**src/rtl/dmem_pkg.sv**
```systemverilog
// Shared types and helpers for the data-memory port controller: size codes,
// FSM states, requester ids and the request legality check.
package dmem_pkg;

    typedef enum logic [1:0] {
        SZ_B = 2'b00,
        SZ_H = 2'b01,
        SZ_W = 2'b10,
        SZ_X = 2'b11
    } size_e;

    typedef enum logic [2:0] {
        S_IDLE,
        S_LOAD,
        S_STORE,
        S_RMW_RD,
        S_RMW_WR,
        S_ERR
    } state_e;

    localparam logic PORT_C = 1'b0;
    localparam logic PORT_L = 1'b1;

    // oor: word index is beyond the memory depth
    function automatic logic is_illegal(input logic [1:0] size,
                                        input logic [1:0] a_lo,
                                        input logic       oor);
        case (size)
            SZ_B:    is_illegal = oor;
            SZ_H:    is_illegal = oor | a_lo[0];
            SZ_W:    is_illegal = oor | (|a_lo);
            default: is_illegal = 1'b1;
        endcase
    endfunction

endpackage

```
**src/rtl/dmem_port_ctrl_if.sv**
```systemverilog
// One requester port of the data-memory controller (core or loader).
interface dmem_port_ctrl_if #(parameter int AW = 32);
    logic          req;
    logic          we;
    logic [1:0]    size;
    logic          unsgn;
    logic [AW-1:0] addr;
    logic [31:0]   wdata;
    logic [31:0]   rdata;
    logic          done;
    logic          err;

    modport master (output req, we, size, unsgn, addr, wdata,
                    input  rdata, done, err);
    modport slave  (input  req, we, size, unsgn, addr, wdata,
                    output rdata, done, err);
endinterface

```
**src/rtl/dmem_lane_unit.sv**
```systemverilog
// Byte/half lane handling on a 32-bit memory word: load extract with sign or
// zero extension, and lane merge of store data for read-modify-write.
module dmem_lane_unit
    import dmem_pkg::*;
(
    input  logic [31:0] word_i,
    input  logic [1:0]  a_lo_i,
    input  logic [1:0]  size_i,
    input  logic        uns_i,
    input  logic [15:0] wdata_i,
    output logic [31:0] ld_o,
    output logic [31:0] merge_o
);
    logic [4:0]  bsh;
    logic [4:0]  hsh;
    logic [7:0]  byte_v;
    logic [15:0] half_v;

    always_comb begin
        bsh    = {a_lo_i, 3'b000};
        hsh    = {a_lo_i[1], 4'b0000};
        byte_v = word_i[bsh +: 8];
        half_v = word_i[hsh +: 16];
        case (size_i)
            SZ_B:    ld_o = {{24{~uns_i & byte_v[7]}}, byte_v};
            SZ_H:    ld_o = {{16{~uns_i & half_v[15]}}, half_v};
            default: ld_o = word_i;
        endcase
        merge_o = word_i;
        if (size_i == SZ_B)
            merge_o[bsh +: 8] = wdata_i[7:0];
        else if (size_i == SZ_H)
            merge_o[hsh +: 16] = wdata_i;
    end
endmodule

```
**src/rtl/dmem_port_ctrl.sv**
```systemverilog
// Two-requester controller for a 32-bit word memory: round-robin arbitration,
// byte/half/word loads and stores, read-modify-write for sub-word stores.
module dmem_port_ctrl
    import dmem_pkg::*;
#(
    parameter int DEPTH_WORDS = 1024,
    parameter int AW          = 32
) (
    input  logic              clk,
    input  logic              rst_n,
    dmem_port_ctrl_if.slave   c_if,
    dmem_port_ctrl_if.slave   l_if,
    output logic [31:0]       mem_a_o,
    output logic [31:0]       mem_wd_o,
    output logic              mem_we_o,
    input  logic [31:0]       mem_rd_i
);
    localparam logic [AW-1:0] DEPTH_L = AW'(DEPTH_WORDS);

    state_e        state_q, state_d;
    logic          last_gnt_q, last_gnt_d;
    logic          port_q;
    logic          we_q;
    logic [1:0]    size_q;
    logic          uns_q;
    logic [AW-1:0] addr_q;
    logic [31:0]   wdata_q;
    logic [31:0]   merge_q;

    logic          any_req, win;
    logic          sel_we, sel_uns, oor, illegal;
    logic [1:0]    sel_size;
    logic [AW-1:0] sel_addr;
    logic [31:0]   sel_wdata;
    logic [31:0]   ld_data, merge_data, rdata;
    logic          done, err;

    // Tie goes to whichever port was not granted last; a lone requester wins.
    always_comb begin
        any_req   = c_if.req | l_if.req;
        win       = (c_if.req && l_if.req) ? ~last_gnt_q : l_if.req;
        sel_we    = win ? l_if.we    : c_if.we;
        sel_size  = win ? l_if.size  : c_if.size;
        sel_uns   = win ? l_if.unsgn : c_if.unsgn;
        sel_addr  = win ? l_if.addr  : c_if.addr;
        sel_wdata = win ? l_if.wdata : c_if.wdata;
        oor       = {2'b00, sel_addr[AW-1:2]} >= DEPTH_L;
        illegal   = is_illegal(sel_size, sel_addr[1:0], oor);
    end

    always_comb begin
        state_d    = state_q;
        last_gnt_d = last_gnt_q;
        case (state_q)
            S_IDLE: if (any_req) begin
                last_gnt_d = win;
                if (illegal)                state_d = S_ERR;
                else if (!sel_we)           state_d = S_LOAD;
                else if (sel_size == SZ_W)  state_d = S_STORE;
                else                        state_d = S_RMW_RD;
            end
            S_RMW_RD: state_d = S_RMW_WR;
            default:  state_d = S_IDLE;
        endcase
    end

    always_ff @(posedge clk or negedge rst_n) begin
        if (!rst_n) begin
            state_q    <= S_IDLE;
            last_gnt_q <= PORT_L;
            port_q     <= PORT_C;
            we_q       <= 1'b0;
            size_q     <= 2'b00;
            uns_q      <= 1'b0;
            addr_q     <= '0;
            wdata_q    <= '0;
            merge_q    <= '0;
        end else begin
            state_q    <= state_d;
            last_gnt_q <= last_gnt_d;
            if (state_q == S_IDLE && any_req) begin
                port_q  <= win;
                we_q    <= sel_we;
                size_q  <= sel_size;
                uns_q   <= sel_uns;
                addr_q  <= sel_addr;
                wdata_q <= sel_wdata;
            end
            if (state_q == S_RMW_RD)
                merge_q <= merge_data;
        end
    end

    dmem_lane_unit u_lane (
        .word_i  (mem_rd_i),
        .a_lo_i  (addr_q[1:0]),
        .size_i  (size_q),
        .uns_i   (uns_q),
        .wdata_i (wdata_q[15:0]),
        .ld_o    (ld_data),
        .merge_o (merge_data)
    );

    // Everything below decodes from registered state, never from *_req.
    always_comb begin
        mem_we_o = 1'b0;
        mem_wd_o = '0;
        done     = 1'b0;
        err      = 1'b0;
        rdata    = '0;
        case (state_q)
            S_LOAD:   begin done = 1'b1; rdata = ld_data; end
            S_STORE:  begin done = 1'b1; mem_we_o = we_q; mem_wd_o = wdata_q; end
            S_RMW_WR: begin done = 1'b1; mem_we_o = we_q; mem_wd_o = merge_q; end
            S_ERR:    begin done = 1'b1; err = 1'b1; end
            default:  ;
        endcase
    end

    assign mem_a_o    = 32'({addr_q[AW-1:2], 2'b00});
    assign c_if.done  = done & (port_q == PORT_C);
    assign c_if.err   = err  & (port_q == PORT_C);
    assign c_if.rdata = (port_q == PORT_C) ? rdata : 32'h0;
    assign l_if.done  = done & (port_q == PORT_L);
    assign l_if.err   = err  & (port_q == PORT_L);
    assign l_if.rdata = (port_q == PORT_L) ? rdata : 32'h0;
endmodule
```
**src/flat_wrapper.sv**
```systemverilog
// flat-port wrapper written by rule: the top's interface ports become plain ports
module dmem_port_ctrl_flat import dmem_pkg::*;
#(
    parameter int DEPTH_WORDS = 1024,
    parameter int AW          = 32
)
  (clk, rst_n, mem_a_o, mem_wd_o, mem_we_o, mem_rd_i, c_if_req, c_if_we, c_if_size, c_if_unsgn, c_if_addr, c_if_wdata, c_if_rdata, c_if_done, c_if_err, l_if_req, l_if_we, l_if_size, l_if_unsgn, l_if_addr, l_if_wdata, l_if_rdata, l_if_done, l_if_err);
  dmem_port_ctrl_if #(.AW(AW)) c_if_i ();
  dmem_port_ctrl_if #(.AW(AW)) l_if_i ();
  input  logic clk;
  input  logic rst_n;
  output logic [31:0] mem_a_o;
  output logic [31:0] mem_wd_o;
  output logic mem_we_o;
  input  logic [31:0] mem_rd_i;
  input wire logic [$bits(c_if_i.req)-1:0] c_if_req;
  input wire logic [$bits(c_if_i.we)-1:0] c_if_we;
  input wire logic [$bits(c_if_i.size)-1:0] c_if_size;
  input wire logic [$bits(c_if_i.unsgn)-1:0] c_if_unsgn;
  input wire logic [$bits(c_if_i.addr)-1:0] c_if_addr;
  input wire logic [$bits(c_if_i.wdata)-1:0] c_if_wdata;
  output wire logic [$bits(c_if_i.rdata)-1:0] c_if_rdata;
  output wire logic [$bits(c_if_i.done)-1:0] c_if_done;
  output wire logic [$bits(c_if_i.err)-1:0] c_if_err;
  input wire logic [$bits(l_if_i.req)-1:0] l_if_req;
  input wire logic [$bits(l_if_i.we)-1:0] l_if_we;
  input wire logic [$bits(l_if_i.size)-1:0] l_if_size;
  input wire logic [$bits(l_if_i.unsgn)-1:0] l_if_unsgn;
  input wire logic [$bits(l_if_i.addr)-1:0] l_if_addr;
  input wire logic [$bits(l_if_i.wdata)-1:0] l_if_wdata;
  output wire logic [$bits(l_if_i.rdata)-1:0] l_if_rdata;
  output wire logic [$bits(l_if_i.done)-1:0] l_if_done;
  output wire logic [$bits(l_if_i.err)-1:0] l_if_err;
  assign c_if_i.req = c_if_req;
  assign c_if_i.we = c_if_we;
  assign c_if_i.size = c_if_size;
  assign c_if_i.unsgn = c_if_unsgn;
  assign c_if_i.addr = c_if_addr;
  assign c_if_i.wdata = c_if_wdata;
  assign c_if_rdata = c_if_i.rdata;
  assign c_if_done = c_if_i.done;
  assign c_if_err = c_if_i.err;
  assign l_if_i.req = l_if_req;
  assign l_if_i.we = l_if_we;
  assign l_if_i.size = l_if_size;
  assign l_if_i.unsgn = l_if_unsgn;
  assign l_if_i.addr = l_if_addr;
  assign l_if_i.wdata = l_if_wdata;
  assign l_if_rdata = l_if_i.rdata;
  assign l_if_done = l_if_i.done;
  assign l_if_err = l_if_i.err;
  dmem_port_ctrl #(.DEPTH_WORDS(DEPTH_WORDS), .AW(AW)) u_core (.clk(clk), .rst_n(rst_n), .c_if(c_if_i), .l_if(l_if_i), .mem_a_o(mem_a_o), .mem_wd_o(mem_wd_o), .mem_we_o(mem_we_o), .mem_rd_i(mem_rd_i));
endmodule
```
**config.mk**
```make
export PLATFORM = sky130hd
export DESIGN_NAME = dmem_port_ctrl_flat
export DESIGN_NICKNAME = d
export VERILOG_FILES = /design/src/rtl/dmem_pkg.sv /design/src/rtl/dmem_port_ctrl_if.sv /design/src/rtl/dmem_lane_unit.sv /design/src/rtl/dmem_port_ctrl.sv /design/src/flat_wrapper.sv
export SDC_FILE = /design/constraint.sdc
export NUM_CORES = 1
export LEC_CHECK = 0
export CAP_MARGIN = 0
export CORE_UTILIZATION = 47
export DETAILED_ROUTE_END_ITERATION = 8
export GPL_ROUTABILITY_DRIVEN = 0
export PLACE_DENSITY = 0.85
export SYNTH_ARGS = -nofsm -noshare
export SYNTH_HDL_FRONTEND = slang
export SYNTH_HIERARCHICAL = 1
export SYNTH_SLANG_ARGS = --single-unit
```
**constraint.sdc**
```tcl
create_clock -name clk -period 4.4 [get_ports clk]
set_input_delay 0.66 -clock clk [delete_from_list [all_inputs] [get_ports clk]]
set_output_delay 0.66 -clock clk [all_outputs]
set_load 0.01 [all_outputs]
```
# Yosys cells after proc, flatten, opt, wreduce, memory -nomap -nowiden
# Cells that the tools add are included.
# Widths: inputs -> output; s select.
[word_totals] regBits=105 output_inout_bits=133 word_cells=72 in_bits=172
[classes] n_addsub=2 bitwise_logic=12 mux=24 eq_ne=9 reduce_logical=9 order_cmp=1 n_shift=6
[op_table] op="$mux 32" n=7
[op_table] op="$pmux 32 s2" n=2
[op_table] op="$bwmux 32" n=2
[op_table] op="$shift 16x7->32 const A" n=1
[op_table] op="$shift 8x7->32 const A" n=1
[op_table] op="$shiftx 16x7->32" n=1
[op_table] op="$shiftx 32x6->16" n=1
[op_table] op="$shiftx 32x6->8" n=1
[op_table] op="$shiftx 8x7->32" n=1
[op_table] op="$ge 30x11->1 const B" n=1
[op_table] op="$neg 5->7" n=2
[op_table] op="$mux 3" n=3
[op_table] op="$mux 1" n=7
[op_table] op="$and 1x1->1" n=6
[op_table] op="$eq 3x2->1 const B" n=2
[op_table] op="$eq 3x3->1 const B" n=2
[op_table] op="$pmux 3 s2" n=1
[op_table] op="$eq 2x1->1 const B" n=2
[op_table] op="$logic_not 2->1" n=2
[op_table] op="$reduce_or 2->1" n=2
[op_table] op="$reduce_or 4->1" n=1
[op_table] op="$eq 3x1->1 const B" n=1
[op_table] op="$logic_not 3->1" n=1
[op_table] op="$not 1->1" n=3
[op_table] op="7 further kinds" n=10

# Depth between registers and ports, before layout
# Gate-level depths: netlist of the first run.
[logic_depth] word_depth=9 mapped_depth=10 depth_no_buf=8

# By module
# The synthesis of the first run kept the hierarchy.
[modules_own_cells] module="dmem_port_ctrl" cells_each=641 seq_area_each_um2=2628.8 area_each_um2=5713.0 instances=1
[modules_own_cells] module="dmem_lane_unit" cells_each=212 seq_area_each_um2=0.0 area_each_um2=1526.5 instances=1

# Least setup slack after synthesis of the first run
# No wires, ideal clock.
[synth_timing] kind="register to register" from="register u_core.addr_q[1]" to="register u_core.merge_q[10]" stages_incl_launch_ff=11 synth_period_minus_slack_ns=2.512 setup_ns=0.125 required_ns=4.275 n_path_buf=4 arrival_ns=2.387 slack_ns=1.888 cell_sequence="dfrtp_1 buf_4 inv_1 buf_2 buf_2 ha_1 nor3b_1 and3_1 buf_2 a221o_1 mux2_2"
[synth_between] elab_chain_cells=5 word_cells_on_any_way=10 classes_between="add/sub: 2; shift: 4; mux: 4"
[synth_rtl] item="start, declared" line_no="dmem_port_ctrl.sv:26" rtl="logic [AW-1:0] addr_q;"
[synth_rtl] item="start signal, assigned" line_no="dmem_port_ctrl.sv:86" rtl="addr_q <= sel_addr;"
[synth_rtl] item="$neg 5->7" line_no="dmem_lane_unit.sv:33" rtl="merge_o[hsh +: 16] = wdata_i;"
[synth_rtl] item="$shiftx 16x7->32 or $shift 16x7->32 (tied branches)" line_no="dmem_lane_unit.sv:33"
[synth_rtl] item="$bwmux 32" line_no="dmem_lane_unit.sv:33"
[synth_rtl] item="$mux 32" line_no="dmem_lane_unit.sv:32" rtl="else if (size_i == SZ_H)"
[synth_rtl] item="$mux 32 *" line_no="dmem_lane_unit.sv:30" rtl="if (size_i == SZ_B)"
[synth_rtl] item="named net u_core.merge_data[10]" line_no="dmem_port_ctrl.sv:35" rtl="logic [31:0] ld_data, merge_data, rdata;"
[synth_rtl] item="end signal, assigned" line_no="dmem_port_ctrl.sv:90" rtl="merge_q <= merge_data;"
[synth_rtl] item="end, declared" line_no="dmem_port_ctrl.sv:28" rtl="logic [31:0] merge_q;"
# The timed path passes the listed nets; every way through them passes the cells marked *.
# A chain may end at the register's enable or synchronous reset.

# Worst setup path after layout of the first run
[layout_timing] from="input mem_rd_i[7]" to="output l_if_rdata[25]"
[layout_between] elab_chain_cells=5
[layout_rtl] item="start, declared" line_no="flat_wrapper.sv:15" rtl="input logic [31:0] mem_rd_i;"
[layout_rtl] item="$shiftx 32x6->8" line_no="dmem_lane_unit.sv:22" rtl="byte_v = word_i[bsh +: 8];"
[layout_rtl] item="$and 1x1->1" line_no="dmem_lane_unit.sv:25" rtl="SZ_B: ld_o = {{24{~uns_i & byte_v[7]}}, byte_v};"
[layout_rtl] item="$pmux 32 s2" line_no="dmem_lane_unit.sv:24" rtl="case (size_i)"
[layout_rtl] item="named net u_core.ld_data[25]" line_no="dmem_port_ctrl.sv:35"
[layout_rtl] item="$mux 32" line_no="dmem_port_ctrl.sv:111" rtl="case (state_q)"
[layout_rtl] item="$mux 32" line_no="dmem_port_ctrl.sv:126" rtl="assign l_if.rdata = (port_q == PORT_L) ? rdata : 32'h0;"
[layout_rtl] item="end, declared" line_no="flat_wrapper.sv:31" rtl="output wire logic [$bits(l_if_i.rdata)-1:0] l_if_rdata;"
# The timed path passes the listed nets, and every way through them passes these cells.

==> results.json, run 1 <==
{
  "path_cells": "clkdlybuf4s50_1 -> mux2_2 -> mux2i_1 -> o21ai_0 -> and2_1 -> clkdlybuf4s50_1",
  "vdd_ir_drop_max_uv": 300,
  "post_cts_buffers": 0,
  "portBuffers": 302,
  "cts.sinks": 105,
  "cts_resized": 0,
  "wl_per_cell_microns": 19.4,
  "drive_above_1_share_pct": 8.11,
  "synth.yosys.seq_area_share_pct": 36.3,
  "outcome": "completed",
  "totalPowerFinal_w": 0.00639,
  "nets": 1261,
  "start_util_pct": 49.1,
  "cts_tree": "done",
  "worst_path_most_repeated_cell": "clkdlybuf4s50_1",
  "critPathSlowestCell": "mux2i_1",
  "cp.arrival_ns": 3.26,
  "finalMaxSlewViolations": 0,
  "worst_pin_slew_ns": 1.24,
  "htree_num_levels": 3,
  "io_pins": 305,
  "drtIter0Drc": 495,
  "first_pass_iters": 5,
  "end_kind": "primary output",
  "mostFrequentLayoutCells": "clkdlybuf4s50_1, nand2_1, dfrtp_1",
  "ys.flop_type": "dfrtp_1",
  "ys_async_sr_fraction_pct": 100,
  "grt_max_degree": 63,
  "syn_to_final_growth_pct": 44.5,
  "synth_warnings": 6,
  "diodes": 0,
  "die_width_microns": 126,
  "synth-seq-cells": 105,
  "rsz0062_at_grt": "false",
  "fp.dieH_microns": 126,
  "core_sq_um": 14800,
  "critPathMaxFanout": 16,
  "track_usage_pct": 30.7,
  "grt_pass1_vias": 7169,
  "powerDensity_nw_per_um2": 611,
  "yosysTopAreaCell": "dfrtp_1",
  "cts_root_buffer": "clkbuf_16",
  "vias": 7549,
  "hpwl_mm": 18.3,
  "avgSynthCellArea_sq_um": 8.49,
  "synth_edf_count": 0,
  "grt.overflow.total": 0,
  "final_common_cell": "clkdlybuf4s50_1",
  "row_count": 44,
  "insertion_delay_ns": 0.35,
  "worst_setup_path_start_kind": "input pin",
  "cp.required_ns": 3.74,
  "crit_type": "in -> out",
  "setup_tns_ns": 0,
  "numCtsBuffers": 9,
  "cap_violations": 0,
  "synth_top_cell_area_share_pct": 35.9,
  "critPathMaxStageDelay_ns": 0.85,
  "drc_errors": 0,
  "ctsHoldBuffers": 0,
  "syn_inst": 853,
  "die_area_sq_um": 15900,
  "clock.fmax_mhz": 255,
  "max_slew_margin_pct": 17.5,
  "drt_wl_total_mm": 24.7,
  "setup_violations": 0,
  "p_leak_nw": 4.37,
  "cts_buffer_depth": 2,
  "antenna_found_initial": 0,
  "vias_per_cell": 5.95,
  "netlist_area_sq_um": 7240,
  "synth_cell_types": 56,
  "period_share_pct": 89.2,
  "final_hold_viol_count": 0,
  "clkTransAtPathRegs_ns": 0.07,
  "min_path_type": "in -> async",
  "grt_pass1_wl_mm": 38.2,
  "antenna_left": 0,
  "fin_crit_ns": 3.92,
  "ys_top_cells_by_area": "dfrtp_1, nand2_1, a22o_1, and2_1, mux2_2",
  "skew_ns": 0.00943
}
-- power breakdown --
part           switching [W]  internal (W)  total, W
clock network       0.000362      0.000571  0.000933
logic                0.00181       0.00172   0.00353
registers           0.000497       0.00144   0.00194
-- synthesized netlist by cell type, drive strengths merged, types with 6 or more instances --
| master | instances |
|---|---|
| a32oi | 8 |
| nor4 | 10 |
| and2 | 72 |
| a22o | 65 |
| ha | 8 |
| inv | 7 |
| nand2 | 160 |
| mux2i | 6 |
| a22oi | 9 |
| a221o | 18 |
| clkbuf | 30 |
| o21ai | 33 |
| a31oi | 66 |
| nor2 | 77 |
| mux2 | 40 |
| dfrtp | 104 |
| a21oi | 6 |
| buf | 70 |
-- per-layer routing --
| layer | part of all wire [%] | global-route usage, % | up-vias |
|---|---|---|---|
| met5 | 0 | 0 | - |
| met4 | 4.5 | 15.8 | 0 |
| li1 | - | - | 3480 |
| met3 | 7.9 | 6.84 | 74 |
| met1 | 39 | 36.7 | 3577 |
| met2 | 49 | 51.8 | 418 |
-- stage by stage --
step | utilization (%) | setup WS [ns] | hold WS (ns) | std cells | area [sq um]
6_report | 70.9 | 0.477 | 0.278 | 1269 | 10500
5_1_grt | 70.9 | 0.278 | 0.303 | 1269 | 10500
4_1_cts | 70.9 | 0.597 | 0.281 | 1269 | 10500
3_5_place_dp | 68.6 | 0.616 | 0.493 | 1254 | 10100
3_3_place_gp | 68.6 | 0.672 | 0.459 | 1254 | 10100
2_1_floorplan | - | 1.89 | 0.364 | 854 | 7240
-- cells by family after synthesis --
logic type,synth area share [%]
compound gates,23.8
fa+ha+maj,1.38
buf+inv,8.05
flops,36.3
mux,7.41
other cells,0.0518
simple gates,23.0
-- flip-flops by register name, summed over array words and instances (netlist names) --
| signal | cells |
|---|---|
| u_core/state_q | 3 |
| u_core/size_q | 2 |
| u_core/addr_q | 32 |
| u_core/wdata_q | 32 |
| u_core/port_q | 1 |
| u_core/last_gnt_q | 1 |
| u_core/uns_q | 1 |
| u_core/merge_q | 32 |
| u_core/we_q | 1 |
-- layout make-up --
| type | instances | area, sq um |
|---|---|---|
| repair buffers | 316 | 3150 |
| well taps | 184 | 230 |
| flip-flops and latches | 105 | 2630 |
| fillers | 1156 | 4300 |
| clock inverters | 4 | 98.8 |
| multi-input cells | 642 | 4080 |
| clock buffers | 11 | 243 |
| inverters | 7 | 26.3 |
-- critical path, delay by kind of cell --
family | cells | cell delay, ns
AND/OR/NAND/NOR | 1 | 0.20
buffers and inverters | 2 | 0.99
AO/OA/AOI/OAI | 1 | 0.23
multiplexers | 2 | 1.18
-- final timing paths --
| path | start | depth (start not counted) | slack [ns] | end |
|---|---|---|---|---|
| setup / recovery | mem_rd_i[7] | 6 | 0.48 | l_if_rdata[25] |
| hold / removal | rst_n | 1 | 0.28 | u_core/wdata_q[14] |
| setup reg to reg | u_core/addr_q[1] | 6 | 1.32 | u_core/merge_q[31] |
| hold reg to reg | u_core/we_q | 2 | 0.50 | u_core/we_q |
| max in group asynchronous | rst_n | 2 | 3.20 | u_core/last_gnt_q |
| min in group clk | u_core/we_q | 2 | 0.50 | u_core/we_q |
No activity file was read; power rests on OpenSTA's default activity.
==> run 2: changes to the inputs <==
--- a/config.mk
+++ b/config.mk
@@ -6,10 +6,12 @@
 export NUM_CORES = 1
 export LEC_CHECK = 0
 export CAP_MARGIN = 0
-export CORE_UTILIZATION = 47
+export CORE_MARGIN = 10
+export CORE_UTILIZATION = 48
+export CTS_BUF_LIST = sky130_fd_sc_hd__clkbuf_8
 export DETAILED_ROUTE_END_ITERATION = 8
 export GPL_ROUTABILITY_DRIVEN = 0
-export PLACE_DENSITY = 0.85
+export PLACE_DENSITY = 0.87
 export SYNTH_ARGS = -nofsm -noshare
 export SYNTH_HDL_FRONTEND = slang
 export SYNTH_HIERARCHICAL = 1
==> results.json, run 2 (synthesis gave the netlist of run 1 again) <==
{
  "crit_family": "buffers and inverters",
  "insertion_delay_ns": 0.39,
  "die_width_microns": 143,
  "wl_per_cell_microns": 21.9,
  "cap_violations": 0,
  "end_kind": "primary output",
  "die_area_sq_um": 20400,
  "ctsHoldBuffers": 0,
  "critPathMaxStageDelay_ns": 0.77,
  "antenna_found_initial": 2,
  "crit_type": "reg -> out",
  "fin_crit_ns": 3.76,
  "row_count": 44,
  "seqPwrFrac_pct": 32.4,
  "start_util_pct": 49.4,
  "critical_path_buf_inv_count": 2,
  "p_comb_share_pct": 57.9,
  "p_leak_nw": 4.31,
  "syn_to_final_growth_pct": 42.5,
  "drive_above_1_share_pct": 8.46,
  "htree_num_levels": 3,
  "cts_resized": 0,
  "placed_cell_area_sq_um": 10100,
  "cts_tree": "done",
  "critPathSlowestCell": "dfrtp_1",
  "setup_tns_ns": 0,
  "cts_root_buffer": "clkbuf_8",
  "clock.fmax_mhz": 266,
  "min_path_type": "in -> async",
  "vdd_ir_drop_max_uv": 509,
  "worst_pin_slew_ns": 1.04,
  "vias_per_cell": 5.92,
  "cts.sinks": 105,
  "drc_errors": 0,
  "first_pass_iters": 6,
  "cp.arrival_ns": 3.10,
  "crit_start": "u_core/addr_q[1]",
  "post-route-util_pct": 70.4,
  "powerDensity_nw_per_um2": 589,
  "worst_setup_path_start_kind": "register",
  "clkTransAtPathRegs_ns": 0.11,
  "fp.dieH_microns": 143,
  "switching_power_w": 0.00270,
  "finalMaxSlewViolations": 0,
  "path_cells": "inv_1 -> a22o_1 -> a221o_1 -> and2_1 -> clkdlybuf4s50_1",
  "grt_pass1_vias": 7597,
  "netSwitchingFraction_pct": 44.4,
  "io_pins": 305,
  "antenna_left": 0,
  "grt_max_degree": 132,
  "setup_violations": 0,
  "cts_buffer_depth": 2,
  "finalInstanceArea_sq_um": 10300,
  "numCtsBuffers": 9,
  "cp.required_ns": 3.74,
  "r2r_start": "u_core/addr_q[1]",
  "drtIter0Drc": 769,
  "whs_ns": 0.227,
  "critPathMaxFanout": 24,
  "vias": 7539,
  "rsz0062_at_grt": "false",
  "final_common_cell": "clkdlybuf4s50_1",
  "p_clk_share_pct": 9.6,
  "max_slew_margin_pct": 30.8,
  "skew_ns": 0.0162,
  "nets": 1263,
  "post_cts_buffers": 0,
  "hpwl_mm": 21.3,
  "period_share_pct": 85.5,
  "final_hold_viol_count": 0,
  "outcome": "completed",
  "top_regs": "u_core/addr_q (32), u_core/merge_q (32), u_core/wdata_q (32)",
  "track_usage_pct": 26.3,
  "grt_pass1_wl_mm": 42.6,
  "core_sq_um": 14600,
  "mostFrequentLayoutCells": "clkdlybuf4s50_1, nand2_1, dfrtp_1",
  "grt.overflow.total": 0,
  "portBuffers": 302,
  "totalPowerFinal_w": 0.00608,
  "cellInternalPower_w": 0.00338,
  "drt_wl_total_mm": 27.8
}
==> run 2: metrics by stage <==
stage	setup WS, ns	cells
finish	0.638	1273
global route	0.528	1273
CTS	0.700	1271
detailed placement	0.914	1255
global placement	0.939	1255
floorplan	1.89	854
==> run 2: path summary, 6_finish.rpt <==
check / endpoint / slack, ns / cells past startpoint
worst max register to register: u_core/merge_q[31] / 1.22 / 6
worst min-delay path: u_core/wdata_q[16] / 0.23 / 1
max in group asynchronous: u_core/last_gnt_q / 3.26 / 2
worst max-delay path: l_if_rdata[6] / 0.64 / 5
worst min register to register: u_core/we_q / 0.49 / 2
min in group clk: u_core/we_q / 0.49 / 2
==> run 2: routing by layer <==
| layer | global-route usage [%] | part of all wire, % |
|---|---|---|
| met1 | 29.9 | 37 |
| met4 | 9.72 | 2.9 |
| met3 | 8.99 | 11 |
| met5 | 0 | 0 |
| met2 | 44.7 | 49 |
==> run 2: power by group through the flow <==
stage | combinational, W | sequential, W | clock [W]
final | 0.00352 | 0.00197 | 0.000586
after global placement | 0.00340 | 0.00194 | 0
after floorplan | 0.00244 | 0.00169 | 0
after global routing | 0.00382 | 0.00202 | 0.000637
after detailed placement | 0.00347 | 0.00197 | 0
after CTS | 0.00349 | 0.00195 | 0.000602
==> run 2: layout make-up <==
type,count,area (sq um)
fillers,1172,4330
multi-input cells,642,4080
repair buffers,318,3160
flip-flops and latches,105,2630
well taps,184,230
clock buffers,10,138
clock inverters,6,50.0
inverters,7,26.3
diodes,1,2.50
==> run 3: changes to the inputs <==
--- a/config.mk
+++ b/config.mk
@@ -12,6 +12,7 @@
 export DETAILED_ROUTE_END_ITERATION = 8
 export GPL_ROUTABILITY_DRIVEN = 0
 export PLACE_DENSITY = 0.87
+export SETUP_SLACK_MARGIN = 0.1
 export SYNTH_ARGS = -nofsm -noshare
 export SYNTH_HDL_FRONTEND = slang
 export SYNTH_HIERARCHICAL = 1
==> results of run 3 <==
No change in the layout: final DEF, timing and power equal those of run 2.
